==> src/rtl/fp32_uart_pkt_tx_if.sv <==
// Packet handshake bundle for the fp32 operand UART transmitter.
// The host (master) offers a packet with TX_VALID_I/TX_DATA_I and the
// transmitter (slave) answers with TX_READY_O.
interface fp32_uart_pkt_tx_if #(
   parameter int NUM_BYTES = 12
);
   logic                   TX_VALID_I;
   logic                   TX_READY_O;
   logic [8*NUM_BYTES-1:0] TX_DATA_I;

   modport master (
      output TX_VALID_I,
      output TX_DATA_I,
      input  TX_READY_O
   );

   modport slave (
      input  TX_VALID_I,
      input  TX_DATA_I,
      output TX_READY_O
   );
endinterface

==> src/rtl/fp32_uart_pkt_tx.sv <==
// fp32_uart_pkt_tx: serialises one {acc, bravo, alpha} packet as NUM_BYTES
// 8N1 UART frames, byte 0 (TX_DATA_I[7:0]) first, each byte LSB first.
// Optional idle-high gap of GAP_BITS bit-times between bytes of a packet.
module fp32_uart_pkt_tx #(
   parameter int CLKS_PER_BIT = 868,
   parameter int NUM_BYTES    = 12,
   parameter int GAP_BITS     = 0
) (
   input  logic              CLK_I,
   input  logic              RST_I,
   fp32_uart_pkt_tx_if.slave s_if,
   output logic              UART_TX_O,
   output logic              TX_BUSY_O,
   output logic              TX_DONE_O
);

   localparam int DATA_W = 8 * NUM_BYTES;
   localparam int BAUD_W = (CLKS_PER_BIT > 1) ? $clog2(CLKS_PER_BIT) : 1;
   localparam int BYTE_W = (NUM_BYTES > 1) ? $clog2(NUM_BYTES) : 1;
   localparam int GAP_W  = (GAP_BITS > 1) ? $clog2(GAP_BITS) : 1;

   localparam logic [BAUD_W-1:0] BAUD_LAST = BAUD_W'(CLKS_PER_BIT - 1);
   localparam logic [BYTE_W-1:0] BYTE_LAST = BYTE_W'(NUM_BYTES - 1);
   localparam logic [GAP_W-1:0]  GAP_LAST  = GAP_W'((GAP_BITS > 0) ? GAP_BITS - 1 : 0);
   localparam logic [BAUD_W-1:0] BAUD_ONE  = BAUD_W'(1);
   localparam logic [BYTE_W-1:0] BYTE_ONE  = BYTE_W'(1);
   localparam logic [GAP_W-1:0]  GAP_ONE   = GAP_W'(1);

   typedef enum logic [2:0] {
      S_IDLE  = 3'd0,
      S_START = 3'd1,
      S_DATA  = 3'd2,
      S_STOP  = 3'd3,
      S_GAP   = 3'd4
   } state_t;

   state_t              r_state;
   state_t              w_state_next;
   logic [BAUD_W-1:0]   r_baud;
   logic [2:0]          r_bit;
   logic [BYTE_W-1:0]   r_byte;
   logic [GAP_W-1:0]    r_gap;
   logic [DATA_W-1:0]   r_shift;
   logic                r_line;
   logic                r_ready;
   logic                r_done;

   logic                w_accept;
   logic                w_baud_end;
   logic                w_line_next;
   logic                w_ready_next;
   logic                w_done_next;

   // r_ready is only ever high in IDLE, so it alone qualifies a transfer.
   assign w_accept   = s_if.TX_VALID_I & r_ready;
   assign w_baud_end = (r_baud == BAUD_LAST);

   // FSM state register
   always_ff @(posedge CLK_I) begin
      if (RST_I) begin
         r_state <= S_IDLE;
      end else begin
         r_state <= w_state_next;
      end
   end

   // Next-state logic: every non-idle state advances on a bit-time boundary
   always_comb begin
      w_state_next = r_state;
      case (r_state)
         S_IDLE: begin
            if (w_accept) w_state_next = S_START;
         end
         S_START: begin
            if (w_baud_end) w_state_next = S_DATA;
         end
         S_DATA: begin
            if (w_baud_end && (r_bit == 3'd7)) w_state_next = S_STOP;
         end
         S_STOP: begin
            if (w_baud_end) begin
               if (r_byte < BYTE_LAST) begin
                  w_state_next = (GAP_BITS > 0) ? S_GAP : S_START;
               end else begin
                  w_state_next = S_IDLE;
               end
            end
         end
         S_GAP: begin
            if (w_baud_end && (r_gap == GAP_LAST)) w_state_next = S_START;
         end
         default: w_state_next = S_IDLE;
      endcase
   end

   // Output decode from the upcoming state, so the registered line/ready/done
   // change on the same edge as the state they belong to.
   always_comb begin
      w_line_next = 1'b1;
      case (w_state_next)
         S_START: w_line_next = 1'b0;
         // r_shift[0] is the bit currently on the line; at a bit boundary
         // inside DATA the shift has not happened yet, so look one ahead.
         S_DATA:  w_line_next = ((r_state == S_DATA) && w_baud_end) ? r_shift[1] : r_shift[0];
         default: w_line_next = 1'b1;
      endcase
      w_ready_next = (w_state_next == S_IDLE);
      w_done_next  = (r_state == S_STOP) && (w_state_next == S_IDLE);
   end

   // Registered outputs keep the serial line glitch-free
   always_ff @(posedge CLK_I) begin
      if (RST_I) begin
         r_line  <= 1'b1;
         r_ready <= 1'b1;
         r_done  <= 1'b0;
      end else begin
         r_line  <= w_line_next;
         r_ready <= w_ready_next;
         r_done  <= w_done_next;
      end
   end

   // Baud, bit, byte and gap counters; all parked at zero while idle
   always_ff @(posedge CLK_I) begin
      if (RST_I || (r_state == S_IDLE)) begin
         r_baud <= '0;
         r_bit  <= '0;
         r_byte <= '0;
         r_gap  <= '0;
      end else begin
         r_baud <= w_baud_end ? '0 : (r_baud + BAUD_ONE);
         if ((r_state == S_DATA) && w_baud_end) begin
            r_bit <= r_bit + 3'd1;
         end
         if ((r_state == S_STOP) && w_baud_end && (r_byte < BYTE_LAST)) begin
            r_byte <= r_byte + BYTE_ONE;
         end
         if ((r_state == S_GAP) && w_baud_end) begin
            r_gap <= (r_gap == GAP_LAST) ? '0 : (r_gap + GAP_ONE);
         end
      end
   end

   // Packet shift register: loaded on acceptance, shifted one bit per data
   // bit, so after each byte the next byte sits in the low 8 bits.
   always_ff @(posedge CLK_I) begin
      if (w_accept) begin
         r_shift <= s_if.TX_DATA_I;
      end else if ((r_state == S_DATA) && w_baud_end) begin
         r_shift <= r_shift >> 1;
      end
   end

   assign UART_TX_O       = r_line;
   assign s_if.TX_READY_O = r_ready;
   assign TX_BUSY_O       = (r_state != S_IDLE);
   assign TX_DONE_O       = r_done;

endmodule
==> src/flat_wrapper.sv <==
// flat-port wrapper written by rule: the top's interface ports become plain ports
module fp32_uart_pkt_tx_flat 
#(
   parameter int CLKS_PER_BIT = 868,
   parameter int NUM_BYTES    = 12,
   parameter int GAP_BITS     = 0
)
  (CLK_I, RST_I, UART_TX_O, TX_BUSY_O, TX_DONE_O, s_if_TX_VALID_I, s_if_TX_DATA_I, s_if_TX_READY_O);
  fp32_uart_pkt_tx_if #(.NUM_BYTES(NUM_BYTES)) s_if_i ();
  input  logic CLK_I;
  input  logic RST_I;
  output logic UART_TX_O;
  output logic TX_BUSY_O;
  output logic TX_DONE_O;
  input wire logic [$bits(s_if_i.TX_VALID_I)-1:0] s_if_TX_VALID_I;
  input wire logic [$bits(s_if_i.TX_DATA_I)-1:0] s_if_TX_DATA_I;
  output wire logic [$bits(s_if_i.TX_READY_O)-1:0] s_if_TX_READY_O;
  assign s_if_i.TX_VALID_I = s_if_TX_VALID_I;
  assign s_if_i.TX_DATA_I = s_if_TX_DATA_I;
  assign s_if_TX_READY_O = s_if_i.TX_READY_O;
  fp32_uart_pkt_tx #(.CLKS_PER_BIT(CLKS_PER_BIT), .NUM_BYTES(NUM_BYTES), .GAP_BITS(GAP_BITS)) u_core (.CLK_I(CLK_I), .RST_I(RST_I), .s_if(s_if_i), .UART_TX_O(UART_TX_O), .TX_BUSY_O(TX_BUSY_O), .TX_DONE_O(TX_DONE_O));
endmodule
==> config.mk <==
export PLATFORM = sky130hd
export DESIGN_NAME = fp32_uart_pkt_tx_flat
export DESIGN_NICKNAME = d
export VERILOG_FILES = /design/src/rtl/fp32_uart_pkt_tx_if.sv /design/src/rtl/fp32_uart_pkt_tx.sv /design/src/flat_wrapper.sv
export SDC_FILE = /design/constraint.sdc
export NUM_CORES = 1
export LEC_CHECK = 0
export BUFFER_PORTS_ARGS = -buffer_cell sky130_fd_sc_hd__buf_2
export CORE_MARGIN = 2
export CORE_UTILIZATION = 35
export DETAILED_ROUTE_END_ITERATION = 16
export GPL_TIMING_DRIVEN = 1
export MAX_ROUTING_LAYER = met4
export PLACE_DENSITY = 0.67
export SYNTH_ARGS = -nofsm -noshare
export SYNTH_HDL_FRONTEND = slang
export SYNTH_SLANG_ARGS = --single-unit
==> constraint.sdc <==
create_clock -name CLK_I -period 9.22 [get_ports CLK_I]
set_clock_uncertainty 0.2 [all_clocks]
set_input_delay 0.461 -clock CLK_I [delete_from_list [all_inputs] [get_ports CLK_I]]
set_output_delay 0.461 -clock CLK_I [all_outputs]
set_load 0.005 [all_outputs]
# Yosys cells after proc, flatten, opt, wreduce, memory -nomap -nowiden

Index checks and enable logic that the tools add are counted.

Equality and inequality tests: 8
Shifts and indexed selects: 0
Order comparisons: 1
Multiply operators: 0
Add/sub/neg operators: 4
Bitwise operators: 2
Reduce and logical (&&, ||, !) cells: 13
Divide/modulo/power cells: 0
Muxes and demuxes: 12

Operator list:

| kind                    | count |
|---|---|
| $mux W96                | 2 |
| $mux W3                 | 5 |
| $pmux W3 S5             | 1 |
| $add A10 B1 Y10 const B | 1 |
| $eq A10 B10 Y1 const B  | 1 |
| $eq A3 B2 Y1 const B    | 3 |
| $logic_and A1 B1 Y1     | 7 |
| $eq A3 B1 Y1 const B    | 2 |
| $eq A3 B3 Y1 const B    | 2 |
| $logic_not A3 Y1        | 2 |
| $add A4 B1 Y4 const B   | 1 |
| $lt A4 B4 Y1 const B    | 1 |
| $add A3 B1 Y3 const B   | 1 |
| $mux W1                 | 3 |
| $reduce_bool A3 Y1      | 1 |
| $pmux W1 S2             | 1 |
| $reduce_bool A2 Y1      | 1 |
| $reduce_or A2 Y1        | 1 |
| $add A1 B1 Y1 const B   | 1 |
| $and A1 B1 Y1           | 1 |
| $logic_or A1 B1 Y1      | 1 |
| $not A1 Y1              | 1 |

Output and inout port bits: 4
ROM bits: 0
Register bits: 120
Word-level logic and storage cells: 49
Latch bits: 0
Memories: 0
RAM bits: 0

# Depth between registers and ports, before layout

Depth in word-level cells: 6
Gate-level depth with buffers: 7

# Worst setup path before layout

OpenSTA, ideal clock, no wires.

Path kind: input to register
From: input port s_if_TX_VALID_I
To: register u_core.r_shift[0], enable pin
Cell stages on the path: 4
Buffers on the path: 2
Setup slack: 5165 ps
Data required time: 8114 ps
Data arrival time: 2949 ps
Cells stage by stage: nand2_1 buf_1 clkbuf_1 nand2_1

Longest elaborated chain between the ends: 2

RTL lines:

| item                         | line                    | text |
|---|---|---|
| from (decl)                  | flat_wrapper.sv:15      | `input wire logic [$bits(s_if_i.TX_VALID_I)-1:0] s_if_TX_VALID_I;` |
| $and A1 B1 Y1                | fp32_uart_pkt_tx.sv:55  | `assign w_accept = s_if.TX_VALID_I & r_ready;` |
| $reduce_bool A2 Y1 (no line) | -                       |  |
| to (signal assigned)         | fp32_uart_pkt_tx.sv:149 | `r_shift <= s_if.TX_DATA_I;` |
| to (signal assigned)         | fp32_uart_pkt_tx.sv:151 | `r_shift <= r_shift >> 1;` |
| to (decl)                    | fp32_uart_pkt_tx.sv:43  | `logic [DATA_W-1:0] r_shift;` |

No other way between the ends.
A chain may end at the register's enable or synchronous reset.

# Final worst setup path

From: register u_core.r_baud[0]
To: register u_core.r_shift[31], enable pin

Longest elaborated chain between the ends: 3

RTL lines:

| item                         | line                    | text |
|---|---|---|
| from (decl)                  | fp32_uart_pkt_tx.sv:39  | `logic [BAUD_W-1:0] r_baud;` |
| from (signal assigned)       | fp32_uart_pkt_tx.sv:132 | `r_baud <= w_baud_end ? '0 : (r_baud + BAUD_ONE);` |
| $eq A10 B10 Y1               | fp32_uart_pkt_tx.sv:56  | `assign w_baud_end = (r_baud == BAUD_LAST);` |
| $logic_and A1 B1 Y1          | fp32_uart_pkt_tx.sv:150 | `end else if ((r_state == S_DATA) && w_baud_end) begin` |
| $reduce_bool A2 Y1 (no line) | -                       |  |

No other way between the ends.

==> qor.yml <==
startpoint_type: "flop"
cp-end-kind: "flop"
core_area_um2: 14000
cts_tree: "done"
final_cell_mix: "buf_2 (102), mux2_2 (96), edfxtp_1 (96), dfxtp_1 (23), nor2_1 (21)"
report.final.hold_viol_count: 0
ir_drop_uv: 129
synth_edf_count: 96
crit_path_max_fanout: 76
netlist_area_um2: 5050
crit_end: "u_core.r_shift[31]$_DFFE_PP_"
pre_cts_slack_ns: 6.22
pwr-share-clk: 0.493
r2r_setup_slack_ns: 6.25
worst_hold_slack_ns: 0.0895
num_antenna_cells: 0
drv_cap: 0
antenna_found_initial: 0
rr_endpoint: "u_core.r_shift[31]$_DFFE_PP_"
htreeDepth: 4
grt_pass1_wl_um: 14300
worst_pin_slew_ns: 0.946
die-width_um: 124
syn-instance-count: 313
seqPwrFrac: 0.428
synth_top_area_share: 0.570
reg2reg_depth: 5
cts-buffers-inserted: 17
overflow: 0
io_pins: 103
ys_types: 37
fmax_mhz: 336
rows: 43
ys_seq_area_frac: 0.661
numClockSinks: 119
cts-root-buf: "clkbuf_16"
yosysTopAreaCell: "edfxtp_1"
fillers: 1248
p_int_mw: 1.21
final_common_cell: "buf_2"
syn-mean-instance-area_um2: 16.1
relSlewSlack: 0.369
setup_viol: 0
power_mw: 1.52
cp-startpoint: "u_core.r_baud[0]$_SDFF_PP0_"
p_leak_nw: 2.49
switching_share: 0.202
area_delta_synth_final_pct: 27.5
clock_latency_ns: 0.41
post_cts_buffers: 0
clockBufferDepth: 2
avgRoutedWirePerCell_um: 14.9
ctsHoldBuffers: 0
track_usage: 0.132
clk_pin_slew_worst_paths_ns: 0.06
drt-total-wl_um: 9170
drc_errors: 0
dr.pass1.iters: 7
vias: 2882
synth-main-ff-cell: "edfxtp_1"
cts_resized: 0
synth.net_count: 416
portBuffers: 102
pwr_density_cell_nw_per_um2: 236
vias_per_cell: 4.68
final_core_util: 0.461
status: "finished, final reports clean"
setup_ws_ns: 6.25
synth_seq_cells: 119
drt_iter0_markers: 215
hold_class: "input port to flop"
pwr-share-comb: 0.078
die_area_um2: 15400
ys_warn_count: 0
cp.required_ns: 9.06
dp_hpwl_um: 6130
synth-async-reset-ratio: 0
drv_slew: 0
path_class: "flop to flop"
drive_gt1_frac: 0.553
power.switching_uw: 308
fin_crit_sh: 0.322
grt_pass1_vias: 2984
rsz0062_at_grt: "no"
start_util: 0.361
grt_max_degree: 77
die_h_um: 124
fin_nets: 526
arrival_ns: 2.81
ant_nets: 0
period_minus_slack_ns: 2.97
setup-tns-final_ns: 0
ys_top_cells_by_area: "edfxtp_1 (57%), mux2_2 (21%), dfxtp_1 (9.1%)"
place_congestion: 0.773
r2r_start: "u_core.r_baud[0]$_SDFF_PP0_"
==> power by group through the flow <==
| stage | logic, mW | registers (mW) | clock network, mW |
|---|---|---|---|
| floorplan | 0.0825 | 0.660 | 0 |
| global placement | 0.118 | 0.661 | 0 |
| detailed placement | 0.122 | 0.663 | 0 |
| CTS | 0.123 | 0.652 | 0.769 |
| global route | 0.132 | 0.656 | 0.793 |
| finish | 0.120 | 0.652 | 0.752 |
==> synth_stat cells, drive strengths merged, types with 2 or more instances <==
library cell	instances
dfxtp	23
mux2	96
edfxtp	96
or3	2
nor2	21
buf	6
a211o	3
xnor2	4
xor2	7
inv	2
and3	5
ha	4
nor3b	4
nand2	5
nand2b	2
and2	2
nand4	3
nand3	5
and4bb	2
clkbuf	7
mux2i	4
==> critical path: stages, from the launching register on <==
cell and delay, ns:
dfxtp_1 0.37, ha_1 0.28, nor3b_2 0.32, nand4_2 0.27, nand2_4 0.32, buf_4 0.79
==> through the flow <==
step                area [um^2]  std cells
floorplan                  5050        313
global placement           5770        584
detailed placement         5770        584
CTS                        6450        616
global route               6450        616
finish                     6450        616
==> layer usage <==
layer  wire length (um)  GRT usage  vias up
met5                  0          -        -
met2               4250      0.190       72
met1               4150      0.159     1381
met3                591     0.0472       18
li1                   -          -     1411
met4                173     0.0758        0
==> registers in the layout (all words and copies together), names as in the netlist <==
name / flops
u_core.r_shift: 96
u_core.TX_DONE_O: 1
u_core.r_byte: 4
u_core.r_baud: 10
u_core.s_if.TX_READY_O: 1
u_core.r_bit: 3
u_core.r_state: 3
u_core.UART_TX_O: 1
==> cells by family (layout without fill, tap and decap cells) <==
kind of cell / count (synthesis) / count (layout) / synth area share
DFF: 119 / 119 / 0.661
muxes: 100 / 100 / 0.222
and+or+nand+nor: 56 / 56 / 0.0639
buffers and inverters: 15 / 138 / 0.0114
xor gates and xnor gates: 11 / 11 / 0.0191
AOI/OAI and AO/OA: 8 / 8 / 0.0126
adders and majority gates: 4 / 4 / 0.00990
==> how the worst min path moves through the flow <==
stage,from,endpoint,depth (start not counted)
floorplan,u_core.r_baud[0]$_SDFF_PP0_,u_core.r_baud[0]$_SDFF_PP0_,1
global placement,u_core.r_baud[0]$_SDFF_PP0_,u_core.r_baud[0]$_SDFF_PP0_,1
finish,RST_I,u_core.r_state[2]$_SDFF_PP0_,2
detailed placement,u_core.r_byte[3]$_SDFFE_PP0P_,u_core.r_byte[3]$_SDFFE_PP0P_,2
global route,RST_I,u_core.r_state[1]$_SDFF_PP0_,2
CTS,RST_I,u_core.r_state[2]$_SDFF_PP0_,2
==> area by class of cell <==
| class | instances | area, um^2 | share of cell area |
|---|---|---|---|
| Clock buffer | 17 | 425 | 0.0660 |
| Inverter | 2 | 7.51 | 0.00116 |
| Clock inverter | 15 | 250 | 0.0388 |
| Multi-Input combinational cell | 179 | 1670 | 0.259 |
| Tap cell | 180 | 225 | 0.0349 |
| Timing Repair Buffer | 104 | 526 | 0.0815 |
| Sequential cell | 119 | 3340 | 0.519 |
Note: power is estimated with default switching activity, not from simulation.
